`src/rtl/ctrl_pipe_hazard_if.sv`:
```
// ID-stage bundle between the hazard/control block and the datapath: decode inputs,
// the registered control fields of each later stage, and the performance counters.
interface ctrl_pipe_hazard_if #(
  parameter int CNT_W = 16
);
  logic [10:0]      op_id;
  logic [4:0]       rn_id;
  logic [4:0]       rm_id;
  logic [4:0]       rd_id;
  logic             flush_mem;

  logic             reg2loc_id;
  logic             illegal_id;
  logic             stall_if;

  logic             ex_alusrc;
  logic [1:0]       ex_aluop;
  logic [4:0]       ex_rd;

  logic             mem_memread;
  logic             mem_memwrite;
  logic             mem_branch;
  logic             mem_brnz;
  logic             mem_uncond;
  logic [4:0]       mem_rd;

  logic             wb_memtoreg;
  logic             wb_regwrite;
  logic [4:0]       wb_rd;

  logic [CNT_W-1:0] stall_cnt;
  logic [CNT_W-1:0] flush_cnt;

  modport master (
    output op_id, rn_id, rm_id, rd_id, flush_mem,
    input  reg2loc_id, illegal_id, stall_if,
    input  ex_alusrc, ex_aluop, ex_rd,
    input  mem_memread, mem_memwrite, mem_branch, mem_brnz, mem_uncond, mem_rd,
    input  wb_memtoreg, wb_regwrite, wb_rd,
    input  stall_cnt, flush_cnt
  );

  modport slave (
    input  op_id, rn_id, rm_id, rd_id, flush_mem,
    output reg2loc_id, illegal_id, stall_if,
    output ex_alusrc, ex_aluop, ex_rd,
    output mem_memread, mem_memwrite, mem_branch, mem_brnz, mem_uncond, mem_rd,
    output wb_memtoreg, wb_regwrite, wb_rd,
    output stall_cnt, flush_cnt
  );
endinterface

```
`src/rtl/ctrl_pipe_hazard.sv`:
```
// LEGv8 ID-stage main decoder with control pipeline (ID/EX, EX/MEM, MEM/WB),
// load-use bubble insertion, MEM-stage branch flush and saturating stall/flush counters.
module ctrl_pipe_hazard #(
  parameter bit EN_CBNZ   = 1'b1,
  parameter bit EN_IMM    = 1'b1,
  parameter bit EN_UNCOND = 1'b1,
  parameter bit HAZARD_EN = 1'b1,
  parameter int ZR_IDX    = 31,
  parameter int CNT_W     = 16
) (
  input  logic              clk,
  input  logic              reset,
  ctrl_pipe_hazard_if.slave bus
);

  localparam logic [10:0] OP_ADD  = 11'b10001011000;
  localparam logic [10:0] OP_SUB  = 11'b11001011000;
  localparam logic [10:0] OP_AND  = 11'b10001010000;
  localparam logic [10:0] OP_ORR  = 11'b10101010000;
  localparam logic [10:0] OP_LDUR = 11'b11111000010;
  localparam logic [10:0] OP_STUR = 11'b11111000000;
  localparam logic [4:0]  ZR      = 5'(ZR_IDX);

  typedef struct packed {
    logic       reg2loc;
    logic       alusrc;
    logic       memtoreg;
    logic       regwrite;
    logic       memread;
    logic       memwrite;
    logic       branch;
    logic       brnz;
    logic       uncond;
    logic [1:0] aluop;
  } ctrl_t;

  typedef struct packed {
    logic       alusrc;
    logic [1:0] aluop;
    logic       memtoreg;
    logic       regwrite;
    logic       memread;
    logic       memwrite;
    logic       branch;
    logic       brnz;
    logic       uncond;
    logic [4:0] rd;
  } idex_t;

  typedef struct packed {
    logic       memtoreg;
    logic       regwrite;
    logic       memread;
    logic       memwrite;
    logic       branch;
    logic       brnz;
    logic       uncond;
    logic [4:0] rd;
  } exmem_t;

  typedef struct packed {
    logic       memtoreg;
    logic       regwrite;
    logic [4:0] rd;
  } memwb_t;

  ctrl_t            dec;
  logic             illegal;
  logic             use_rn;
  logic             use_r2;
  logic [4:0]       src2;
  logic             hz;
  logic             stall;

  idex_t            idex_d,  idex_q;
  exmem_t           exmem_d, exmem_q;
  memwb_t           memwb_d, memwb_q;
  logic [CNT_W-1:0] stall_cnt_d, stall_cnt_q;
  logic [CNT_W-1:0] flush_cnt_d, flush_cnt_q;

  // Main decode; use_rn/use_r2 record which register sources the class actually reads.
  always_comb begin
    dec     = '0;
    illegal = 1'b0;
    use_rn  = 1'b0;
    use_r2  = 1'b0;
    if (bus.op_id == OP_ADD || bus.op_id == OP_SUB ||
        bus.op_id == OP_AND || bus.op_id == OP_ORR) begin
      dec.regwrite = 1'b1;
      dec.aluop    = 2'b10;
      use_rn       = 1'b1;
      use_r2       = 1'b1;
    end else if (bus.op_id == OP_LDUR) begin
      dec.alusrc   = 1'b1;
      dec.memtoreg = 1'b1;
      dec.regwrite = 1'b1;
      dec.memread  = 1'b1;
      use_rn       = 1'b1;
    end else if (bus.op_id == OP_STUR) begin
      dec.reg2loc  = 1'b1;
      dec.alusrc   = 1'b1;
      dec.memwrite = 1'b1;
      use_rn       = 1'b1;
      use_r2       = 1'b1;
    end else if (bus.op_id[10:3] == 8'b10110100) begin
      dec.reg2loc  = 1'b1;
      dec.branch   = 1'b1;
      dec.aluop    = 2'b01;
      use_r2       = 1'b1;
    end else if (EN_CBNZ && bus.op_id[10:3] == 8'b10110101) begin
      dec.reg2loc  = 1'b1;
      dec.branch   = 1'b1;
      dec.brnz     = 1'b1;
      dec.aluop    = 2'b01;
      use_r2       = 1'b1;
    end else if (EN_IMM && (bus.op_id[10:1] == 10'b1001000100 ||
                            bus.op_id[10:1] == 10'b1101000100)) begin
      dec.alusrc   = 1'b1;
      dec.regwrite = 1'b1;
      dec.aluop    = 2'b11;
      use_rn       = 1'b1;
    end else if (EN_UNCOND && bus.op_id[10:5] == 6'b000101) begin
      dec.branch   = 1'b1;
      dec.uncond   = 1'b1;
    end else begin
      illegal      = 1'b1;
    end
  end

  // A load in EX targeting a register this instruction reads forces one bubble.
  always_comb begin
    src2  = dec.reg2loc ? bus.rd_id : bus.rm_id;
    hz    = HAZARD_EN && idex_q.memread && (idex_q.rd != ZR) &&
            ((use_rn && bus.rn_id == idex_q.rd) || (use_r2 && src2 == idex_q.rd));
    stall = hz && !bus.flush_mem;
  end

  always_comb begin
    idex_d.alusrc     = dec.alusrc;
    idex_d.aluop      = dec.aluop;
    idex_d.memtoreg   = dec.memtoreg;
    idex_d.regwrite   = dec.regwrite;
    idex_d.memread    = dec.memread;
    idex_d.memwrite   = dec.memwrite;
    idex_d.branch     = dec.branch;
    idex_d.brnz       = dec.brnz;
    idex_d.uncond     = dec.uncond;
    idex_d.rd         = bus.rd_id;

    exmem_d.memtoreg  = idex_q.memtoreg;
    exmem_d.regwrite  = idex_q.regwrite;
    exmem_d.memread   = idex_q.memread;
    exmem_d.memwrite  = idex_q.memwrite;
    exmem_d.branch    = idex_q.branch;
    exmem_d.brnz      = idex_q.brnz;
    exmem_d.uncond    = idex_q.uncond;
    exmem_d.rd        = idex_q.rd;

    memwb_d.memtoreg  = exmem_q.memtoreg;
    memwb_d.regwrite  = exmem_q.regwrite;
    memwb_d.rd        = exmem_q.rd;

    stall_cnt_d       = stall_cnt_q;
    flush_cnt_d       = flush_cnt_q;

    if (bus.flush_mem) begin
      idex_d  = '0;
      exmem_d = '0;
      if (flush_cnt_q != {CNT_W{1'b1}}) flush_cnt_d = flush_cnt_q + CNT_W'(1);
    end else if (stall) begin
      idex_d  = '0;
      if (stall_cnt_q != {CNT_W{1'b1}}) stall_cnt_d = stall_cnt_q + CNT_W'(1);
    end
  end

  always_ff @(posedge clk) begin
    if (reset) begin
      idex_q      <= '0;
      exmem_q     <= '0;
      memwb_q     <= '0;
      stall_cnt_q <= '0;
      flush_cnt_q <= '0;
    end else begin
      idex_q      <= idex_d;
      exmem_q     <= exmem_d;
      memwb_q     <= memwb_d;
      stall_cnt_q <= stall_cnt_d;
      flush_cnt_q <= flush_cnt_d;
    end
  end

  assign bus.reg2loc_id   = dec.reg2loc;
  assign bus.illegal_id   = illegal;
  assign bus.stall_if     = stall;
  assign bus.ex_alusrc    = idex_q.alusrc;
  assign bus.ex_aluop     = idex_q.aluop;
  assign bus.ex_rd        = idex_q.rd;
  assign bus.mem_memread  = exmem_q.memread;
  assign bus.mem_memwrite = exmem_q.memwrite;
  assign bus.mem_branch   = exmem_q.branch;
  assign bus.mem_brnz     = exmem_q.brnz;
  assign bus.mem_uncond   = exmem_q.uncond;
  assign bus.mem_rd       = exmem_q.rd;
  assign bus.wb_memtoreg  = memwb_q.memtoreg;
  assign bus.wb_regwrite  = memwb_q.regwrite;
  assign bus.wb_rd        = memwb_q.rd;
  assign bus.stall_cnt    = stall_cnt_q;
  assign bus.flush_cnt    = flush_cnt_q;

endmodule

```
`src/flat_wrapper.sv`:
```
// flat-port wrapper written by rule: the top's interface ports become plain ports
module ctrl_pipe_hazard_flat 
#(
  parameter bit EN_CBNZ   = 1'b1,
  parameter bit EN_IMM    = 1'b1,
  parameter bit EN_UNCOND = 1'b1,
  parameter bit HAZARD_EN = 1'b1,
  parameter int ZR_IDX    = 31,
  parameter int CNT_W     = 16
)
  (clk, reset, bus_op_id, bus_rn_id, bus_rm_id, bus_rd_id, bus_flush_mem, bus_reg2loc_id, bus_illegal_id, bus_stall_if, bus_ex_alusrc, bus_ex_aluop, bus_ex_rd, bus_mem_memread, bus_mem_memwrite, bus_mem_branch, bus_mem_brnz, bus_mem_uncond, bus_mem_rd, bus_wb_memtoreg, bus_wb_regwrite, bus_wb_rd, bus_stall_cnt, bus_flush_cnt);
  ctrl_pipe_hazard_if #(.CNT_W(CNT_W)) bus_i ();
  input  logic clk;
  input  logic reset;
  input wire logic [$bits(bus_i.op_id)-1:0] bus_op_id;
  input wire logic [$bits(bus_i.rn_id)-1:0] bus_rn_id;
  input wire logic [$bits(bus_i.rm_id)-1:0] bus_rm_id;
  input wire logic [$bits(bus_i.rd_id)-1:0] bus_rd_id;
  input wire logic [$bits(bus_i.flush_mem)-1:0] bus_flush_mem;
  output wire logic [$bits(bus_i.reg2loc_id)-1:0] bus_reg2loc_id;
  output wire logic [$bits(bus_i.illegal_id)-1:0] bus_illegal_id;
  output wire logic [$bits(bus_i.stall_if)-1:0] bus_stall_if;
  output wire logic [$bits(bus_i.ex_alusrc)-1:0] bus_ex_alusrc;
  output wire logic [$bits(bus_i.ex_aluop)-1:0] bus_ex_aluop;
  output wire logic [$bits(bus_i.ex_rd)-1:0] bus_ex_rd;
  output wire logic [$bits(bus_i.mem_memread)-1:0] bus_mem_memread;
  output wire logic [$bits(bus_i.mem_memwrite)-1:0] bus_mem_memwrite;
  output wire logic [$bits(bus_i.mem_branch)-1:0] bus_mem_branch;
  output wire logic [$bits(bus_i.mem_brnz)-1:0] bus_mem_brnz;
  output wire logic [$bits(bus_i.mem_uncond)-1:0] bus_mem_uncond;
  output wire logic [$bits(bus_i.mem_rd)-1:0] bus_mem_rd;
  output wire logic [$bits(bus_i.wb_memtoreg)-1:0] bus_wb_memtoreg;
  output wire logic [$bits(bus_i.wb_regwrite)-1:0] bus_wb_regwrite;
  output wire logic [$bits(bus_i.wb_rd)-1:0] bus_wb_rd;
  output wire logic [$bits(bus_i.stall_cnt)-1:0] bus_stall_cnt;
  output wire logic [$bits(bus_i.flush_cnt)-1:0] bus_flush_cnt;
  assign bus_i.op_id = bus_op_id;
  assign bus_i.rn_id = bus_rn_id;
  assign bus_i.rm_id = bus_rm_id;
  assign bus_i.rd_id = bus_rd_id;
  assign bus_i.flush_mem = bus_flush_mem;
  assign bus_reg2loc_id = bus_i.reg2loc_id;
  assign bus_illegal_id = bus_i.illegal_id;
  assign bus_stall_if = bus_i.stall_if;
  assign bus_ex_alusrc = bus_i.ex_alusrc;
  assign bus_ex_aluop = bus_i.ex_aluop;
  assign bus_ex_rd = bus_i.ex_rd;
  assign bus_mem_memread = bus_i.mem_memread;
  assign bus_mem_memwrite = bus_i.mem_memwrite;
  assign bus_mem_branch = bus_i.mem_branch;
  assign bus_mem_brnz = bus_i.mem_brnz;
  assign bus_mem_uncond = bus_i.mem_uncond;
  assign bus_mem_rd = bus_i.mem_rd;
  assign bus_wb_memtoreg = bus_i.wb_memtoreg;
  assign bus_wb_regwrite = bus_i.wb_regwrite;
  assign bus_wb_rd = bus_i.wb_rd;
  assign bus_stall_cnt = bus_i.stall_cnt;
  assign bus_flush_cnt = bus_i.flush_cnt;
  ctrl_pipe_hazard #(.EN_CBNZ(EN_CBNZ), .EN_IMM(EN_IMM), .EN_UNCOND(EN_UNCOND), .HAZARD_EN(HAZARD_EN), .ZR_IDX(ZR_IDX), .CNT_W(CNT_W)) u_core (.clk(clk), .reset(reset), .bus(bus_i));
endmodule
```
`config.mk`:
```
export PLATFORM = sky130hd
export DESIGN_NAME = ctrl_pipe_hazard_flat
export DESIGN_NICKNAME = d
export VERILOG_FILES = /design/src/rtl/ctrl_pipe_hazard_if.sv /design/src/rtl/ctrl_pipe_hazard.sv /design/src/flat_wrapper.sv
export SDC_FILE = /design/constraint.sdc
export NUM_CORES = 1
export LEC_CHECK = 0
export CORE_ASPECT_RATIO = 0.8
export CORE_MARGIN = 3
export CORE_UTILIZATION = 42
export CTS_CLUSTER_SIZE = 40
export DETAILED_ROUTE_END_ITERATION = 12
export GPL_TIMING_DRIVEN = 0
export PLACE_DENSITY = 0.74
export SYNTH_ARGS = -nofsm -noshare
export SYNTH_HDL_FRONTEND = slang
export SYNTH_SLANG_ARGS = --single-unit
```
`constraint.sdc`:
```
create_clock -name clk -period 1.9 [get_ports clk]
set_input_delay 0.19 -clock clk [delete_from_list [all_inputs] [get_ports clk]]
set_output_delay 0.19 -clock clk [all_outputs]
set_load 0.03 [all_outputs]
```
==> results by group, run 1 <==
Outcome
  • Status: complete, but fails checks
  • Failing checks: setup timing

Timing
  • Worst Skew: 0.00843 ns
  • FMAX: 0.456 GHz
  • Fin. Hold Viols: 0
  • Endpoints failing setup: 19
  • Rel. slew slack: 41.6%
  • RSZ-0062 raised after global routing: yes
  • Tcrit/Tclk final: 116%
  • Final hold slack: 0.147 ns
  • Min setup slack post-route: -0.295 ns
  • Final min period: between 2 and 2.5 ns
  • Fin. max-slew vios: 0
  • Actual slew at the worst max-slew pin: 0.873 ns

Detailed routing
  • Via/cell ratio: 5.07
  • DRT Wirelength: 7970 um
  • Routed wire per std cell: 15.1 um
  • Iter 0 DRT Violations: 104
  • Routed via count: approximately 2700
  • Drt drc: 0
  • DRT antenna net count: 0
  • Drt pass-1 iters: 4

Clocking
  • Root Driver: clkbuf_8
  • CTS buffer count: 9
  • CTS Sinks: 64
  • CTS Hold Buffers Added: 0
  • H-tree levels: 3
  • CTS tree: yes
  • Clk buf depth: 2
  • CTS clock-pin slew for the worst setup and hold paths: 0.07 ns
  • Worst-skew pair later-pin latency: 0.34 ns

Global routing
  • Vias in the first global route: 2590
  • Initial antenna violation count: 0
  • GRT overflow: 0
  • First-pass GRT wire length: ~12000 um
  • GR Util All Layers: between 20 and 25%
  • Largest net degree at the start of global routing: 13

Yosys
  • Cell taking the most area after synthesis: dfxtp_1
  • Syn. warnings: 0
  • Avg Inst Size Synth: 9.01 um2
  • Most frequent cell after synthesis: dfxtp_1
  • Ys async rst share: 0%
  • Post-synth EDFFs: 0
  • Distinct cells, synth: 44
  • Seq/Total Area, Yosys: about 45%
  • Cells after synthesis: about 310
  • Syn_nets: 344
  • Post-synth design cell area: 2820 um2
  • Area contributors post-synth: dfxtp_1 45%, xor2_1 5.9%, nor2_1 3.6%
  • Synth cell count leaders: 64 x dfxtp_1, 27 x nor2_1, 19 x nand2_1, 19 x xor2_1, 17 x a21oi_1
  • Yosys top cell area share: 45.4%
  • Seq cells post-synth: 64
  • Main synth FF type: dfxtp_1

Final layout
  • # diodes: 0
  • Layout cells sized above 1: a little over a quarter
  • Area grow syn2layout: 62.7%
  • Filler cells: 481
  • Nets@finish: 471
  • Finished Core Util: a little under three quarters

Setup path
  • Crit path launch type: flop
  • Crit end category: flop
  • Worst Setup Path Type: flop to flop
  • Capture point of the worst path: u_core.bus.stall_cnt[8]
  • Crit path from: u_core.bus.ex_rd[1]
  • Worst reg-to-reg setup slack: -0.29 ns
  • Reg2reg path depth: 9
  • Worst reg2reg endpoint: u_core.bus.stall_cnt[8]
  • Critical Path AT: 2.42 ns
  • Max FO, Critical Path: 4
  • Worst EP required: 2.13 ns
  • RR Startpoint: u_core.bus.ex_rd[1]

Power
  • Comb pwr share: 8.5%
  • Power Density: 662 nW/um2
  • Sw frac: 23.0%
  • P_leak: 1.79 nW
  • Seq pwr share: 44.7%
  • Switching pwr: roughly 0.7 mW
  • Max VDD drop: 0.388 mV
  • Internal power: 2.34 mW
  • Clock share of power: 46.8%

Floorplan
  • DIE AREA: slightly below 8000 um2
  • Die W: 97.6 um
  • I/O Pins: slightly below 90
  • Core ar.: 6440 um2
  • # rows: 26
  • Starting density of the core: a little over two fifths
  • Die Ht: 79.3 um

Job
  • Max Cap Violations: 0

Place
  • IO Port Bufs: 88
  • Routability cong.: 0.883
  • Post-detail-place hpwl: 5280 um

Worst hold path
  • Hold Path Cell Cnt: 2
  • Hold Crit Class: input port to flop
sequential cells by signal, summed over array words and instances, names as in the netlist, 2 cells and up:
register	count
u_core.bus.stall_cnt	16
u_core.bus.wb_rd	5
u_core.bus.mem_rd	5
u_core.bus.flush_cnt	16
u_core.exmem_q	2
u_core.bus.ex_aluop	2
u_core.bus.ex_rd	5
u_core.idex_q	6
worst max-delay path: stages, from the launching register on:
cell and delay (ns):
dfxtp_4 0.37, xor2_1 0.14, nor4_1 0.31, nand4_1 0.15
a22oi_2 0.21, buf_4 0.16, o211ai_1 0.12, buf_4 0.19
a21oi_2 0.12, mux2_4 0.31
layer usage:
metal	wire length, um	GRT usage [%]	vias to the layer above
met5	0	0	-
met2	3780	33.0	86
li1	-	-	1336
met4	154	5.81	0
met1	3660	25.4	1245
met3	372	6.06	15
cells in the final DEF (no fill, tap or decap), drive strengths merged, types with 4 or more instances in the layout:
master,count
clkdlybuf4s50,76
dfxtp,64
buf,45
nor2,27
xor2,19
nand2,19
a21oi,18
clkbuf,16
nand3,15
and2,15
nor2b,13
inv,12
o21ai,11
xnor2,10
and3,10
or3,10
nand4,7
dlygate4sd2,6
nor3,6
or4,5
and4,5
dlymetal6s2s,4
what timing repair did:
action                     CTS  global route
hold endpoints to repair     0             0
pin swaps                   12            33
setup endpoints to repair   40            33
resized for setup           34            51
cloned                       1             1
setup buffers               11            16
final cells by class:
type	count	area, um2	area share, %
multi-input cells	219	1610	35.1
flip-flops and latches	64	1320	28.8
repair buffers	117	1130	24.7
clock buffers	11	163	3.54
plain buffers	19	135	2.94
well taps	84	105	2.29
clock inverters	5	83.8	1.83
inverters	10	37.5	0.817
power by group through the flow:
stage / Clock, mW / Sequential (mW) / Combinational [mW]
after floorplan: 0 / 1.40 / 0.0930
after global placement: 0 / 1.40 / 0.213
after detailed placement: 0 / 1.40 / 0.218
after CTS: 1.46 / 1.36 / 0.235
after global routing: 1.51 / 1.36 / 0.278
final: 1.42 / 1.36 / 0.258
per-stage QoR:
| stage | setup TNS (ns) | worst slack [ns] | instances | power [mW] | cell area (um2) |
|---|---|---|---|---|---|
| final | -3.44 | -0.295 | 529 | 3.04 | 4590 |
| after global placement | -18.70 | -1.00 | 485 | 1.61 | 3870 |
| after detailed placement | -19.92 | -1.01 | 485 | 1.61 | 3870 |
| after CTS | -3.82 | -0.341 | 513 | 3.05 | 4280 |
| after floorplan | -0.0192 | -0.0180 | 313 | 1.49 | 2880 |
| after global routing | -4.65 | -0.336 | 529 | 3.15 | 4590 |
logic make-up (layout without fill, tap and decap cells):
kind of cell / Yosys count / in the layout / synth area share [%]
DFF: 64 / 64 / 45.4
and+or+nand+nor: 141 / 141 / 27.8
buffers and inverters: 30 / 162 / 5.90
xor gates and xnor gates: 29 / 29 / 9.00
muxes: 4 / 4 / 1.51
AOI/OAI and AO/OA: 43 / 43 / 9.49
adders and majority gates: 2 / 2 / 0.887
worst min path at each step:
stage                                 start                 endpoint
after floorplan               bus_flush_mem       u_core.exmem_q[11]
after global placement    u_core.idex_q[10]       u_core.exmem_q[10]
after detailed placement   u_core.idex_q[8]  u_core.bus.mem_memwrite
after CTS                      bus_op_id[3]         u_core.idex_q[6]
after global routing           bus_op_id[1]         u_core.idex_q[8]
final                          bus_op_id[1]         u_core.idex_q[8]
Note: power is estimated with default switching activity, not from simulation.
==> run 2, diff against run 1 <==
==> constraint.sdc (replaced) <==
create_clock -name clk -period 1.9 [get_ports clk]
set_input_delay 0.19 -clock clk [delete_from_list [all_inputs] [get_ports clk]]
set_output_delay 0.19 -clock clk [all_outputs]
set_load 0.01 [all_outputs]
==> run 2 against run 1 <==
  * The run still ends with setup timing left
  * Clock-buffer cell count is 3 higher
  * Clock skew is 0.0034 ns higher
  * Register-to-register slack better by 0.05 ns
  * Core utilization is 0.47 points lower
  * Largest cell class unchanged
  * Highest routed layer unchanged
==> results by group, run 2 (synthesized netlist as in run 1, its figures left out) <==
Timing
  • Worst Skew: 0.0118 ns (+0.00336 ns)
  • Min setup slack post-route: -0.245 ns (+0.0492 ns)
  • FMAX: 0.466 GHz (+2.3%)
  • Fin Setup TNS: -3.48 ns (-0.0367 ns)
  • Tcrit/Tclk final: 113% (-2.6 points)
  • Fin. Hold Viols: 0 (unchanged)
  • RSZ-0062 raised after global routing: yes
  • Endpoints failing setup: 17 (-2)
  • Final hold slack: 0.249 ns (+0.102 ns)
  • Rel. slew slack: 54.4% (+13 points)
  • Actual slew at the worst max-slew pin: 0.681 ns (-0.192 ns)
  • Final min period: 2.15 ns (-0.0492 ns)
  • Fin. max-slew vios: 0 (unchanged)

Setup path
  • Crit end category: flop
  • Top Family by Delay on Critical Path: compound AO/OA/AOI/OAI gates
  • Worst EP required: 2.11 ns (-0.02 ns)
  • Max FO, Critical Path: 6 (+2)
  • Crit path launch type: flop
  • Critical Path AT: 2.35 ns (-0.07 ns)
  • Worst path bufs/invs: 4 (+2)
  • Crit path from: u_core.bus.ex_rd[3]
  • Critical-path top delay cell: dfxtp_4
  • CP cell instances: xor2_1 > nor4_1 > nand4_1 > a22oi_2 > buf_4 > buf_6 > o21ai_4 > buf_6 > buf_12 > o31ai_4 > a21oi_1
  • Worst Setup Path Type: flop to flop
  • CP peak stage delay: 0.36 ns (about the same)
  • RR Startpoint: u_core.bus.ex_rd[3]
  • Most frequent CP cell: buf_6

Global routing
  • GRT overflow: 0 (unchanged)
  • Initial antenna violation count: 0 (unchanged)
  • Vias in the first global route: 2570 (-0.77%)
  • Largest net degree at the start of global routing: 11 (-2)
  • First-pass GRT wire length: 12000 um (-2.8%)
  • GR Util All Layers: 19.2% (-0.83 points)

Final layout
  • Finished Core Util: 70.8% (-0.47 points)
  • # diodes: 0 (unchanged)
  • Filler cells: 467 (-2.9%)
  • Commonest non-fill, non-tap cell in the layout: clkdlybuf4s50_1
  • Cell area after layout: 4560 um2 (-0.65%)
  • Layout cells sized above 1: 25.6% (-1.3 points)
  • Area grow syn2layout: 61.7%
  • Multi-input gate area: 1620 um2 (+0.70%)
  • Most frequent cells in the layout: 74 x clkdlybuf4s50_1, 53 x dfxtp_1, 34 x buf_4
  • Nets@finish: 472 (+0.21%)
  • Seq. cell area: 1310 um2 (-1.0%)

Power
  • Power Density: 602 nW/um2 (-9.0%)
  • Max VDD drop: 0.318 mV (-18%)
  • Internal power: 2.14 mW (-8.8%)
  • Comb pwr share: 8.5% (about the same)
  • P_leak: 1.75 nW (-2.3%)
  • Switching pwr: 0.610 mW (-13%)
  • Sw frac: 22.2% (-0.75 points)
  • Seq pwr share: 49.7% (+5.0 points)
  • Clock share of power: 41.8% (-5.0 points)

Detailed routing
  • Routed wire per std cell: 14.9 um (-1.1%)
  • DRT Wirelength: 7890 um (-1.1%)
  • Via/cell ratio: 5.18 (+2.1%)
  • DRT antenna net count: 0 (unchanged)
  • Routed via count: 2738 (+2.1%)
  • Drt drc: 0 (unchanged)
  • Drt pass-1 iters: 4 (unchanged)
  • Iter 0 DRT Violations: 93 (-11%)

Clocking
  • Worst-skew pair later-pin latency: 0.34 ns (about the same)
  • Root Driver: clkbuf_8
  • H-tree levels: 3 (unchanged)
  • CTS buffer count: 9 (unchanged)
  • CTS tree: yes
  • CTS Sinks: 64 (unchanged)
  • CTS clock-pin slew for the worst setup and hold paths: 0.07 ns (about the same)
  • Clk buf depth: 2 (unchanged)
  • CTS Hold Buffers Added: 0 (unchanged)

Place
  • IO Port Bufs: 88 (unchanged)
  • Placed cell area: 3830 um2 (-1.0%)
  • Post-detail-place hpwl: 5090 um (-3.5%)
  • Routability cong.: 0.855 (-3.2%)

Outcome
  • Status: complete, but fails checks
  • Failing checks: setup timing

Worst hold path
  • Hold Crit Class: input port to flop
  • Hold path startpoint: bus_op_id[1]

Floorplan
  • I/O Pins: 89 (unchanged)
  • Core ar.: 6440 um2 (unchanged)
  • DIE AREA: 7740 um2 (unchanged)
  • Die W: 97.6 um (unchanged)
  • Die Ht: 79.3 um (unchanged)
  • # rows: 26 (unchanged)
  • Starting density of the core: 43.8% (unchanged)

Job
  • Max Cap Violations: 0 (unchanged)
[run 2: final timing paths]
check,cells after the start,slack (ns),end
max,11,-0.25,u_core.bus.stall_cnt[6]
min,2,0.25,u_core.idex_q[8]
max reg2reg,11,-0.25,u_core.bus.stall_cnt[6]
min reg2reg,1,0.43,u_core.bus.mem_branch
[run 2: layout make-up]
class | count | area share (%)
Sequential cell | 64 | 28.7
Buffer | 19 | 3.07
Clock inverter | 1 | 0.165
Tap cell | 84 | 2.30
Inverter | 10 | 0.823
Clock buffer | 14 | 4.25
Timing Repair Buffer | 118 | 25.1
Multi-Input combinational cell | 219 | 35.6
[run 2: stage by stage]
stage                     power [mW]  cells  worst slack (ns)
after floorplan                 1.48    313           -0.0183
after global placement          1.59    485            -0.840
after detailed placement        1.60    485            -0.866
after CTS                       2.74    519            -0.278
after global routing            2.84    529            -0.341
final                           2.75    529            -0.245
[run 2: timing repair]
| item | in CTS | in global routing |
|---|---|---|
| buffers inserted | 19 | 9 |
| gates resized for setup | 55 | 36 |
| pin swaps | 31 | 24 |
| cloned | 1 | 1 |
| setup endpoints to repair | 40 | 30 |
[run 2: power by group through the flow]
stage,Sequential [mW],Combinational (mW),Clock (mW)
CTS,1.37,0.214,1.16
detailed placement,1.40,0.196,0
global route,1.36,0.252,1.23
floorplan,1.40,0.0814,0
finish,1.36,0.234,1.15
global placement,1.40,0.192,0
[run 2: metal layers]
layer	global-route usage, %	vias to the layer above	share of wire (%)	wire [um]
li1	-	1332	-	-
met1	24.5	1289	45	3590
met2	30.8	105	47	3680
met3	6.67	12	6.9	545
met4	5.67	0	0.91	72
met5	0	-	0	0
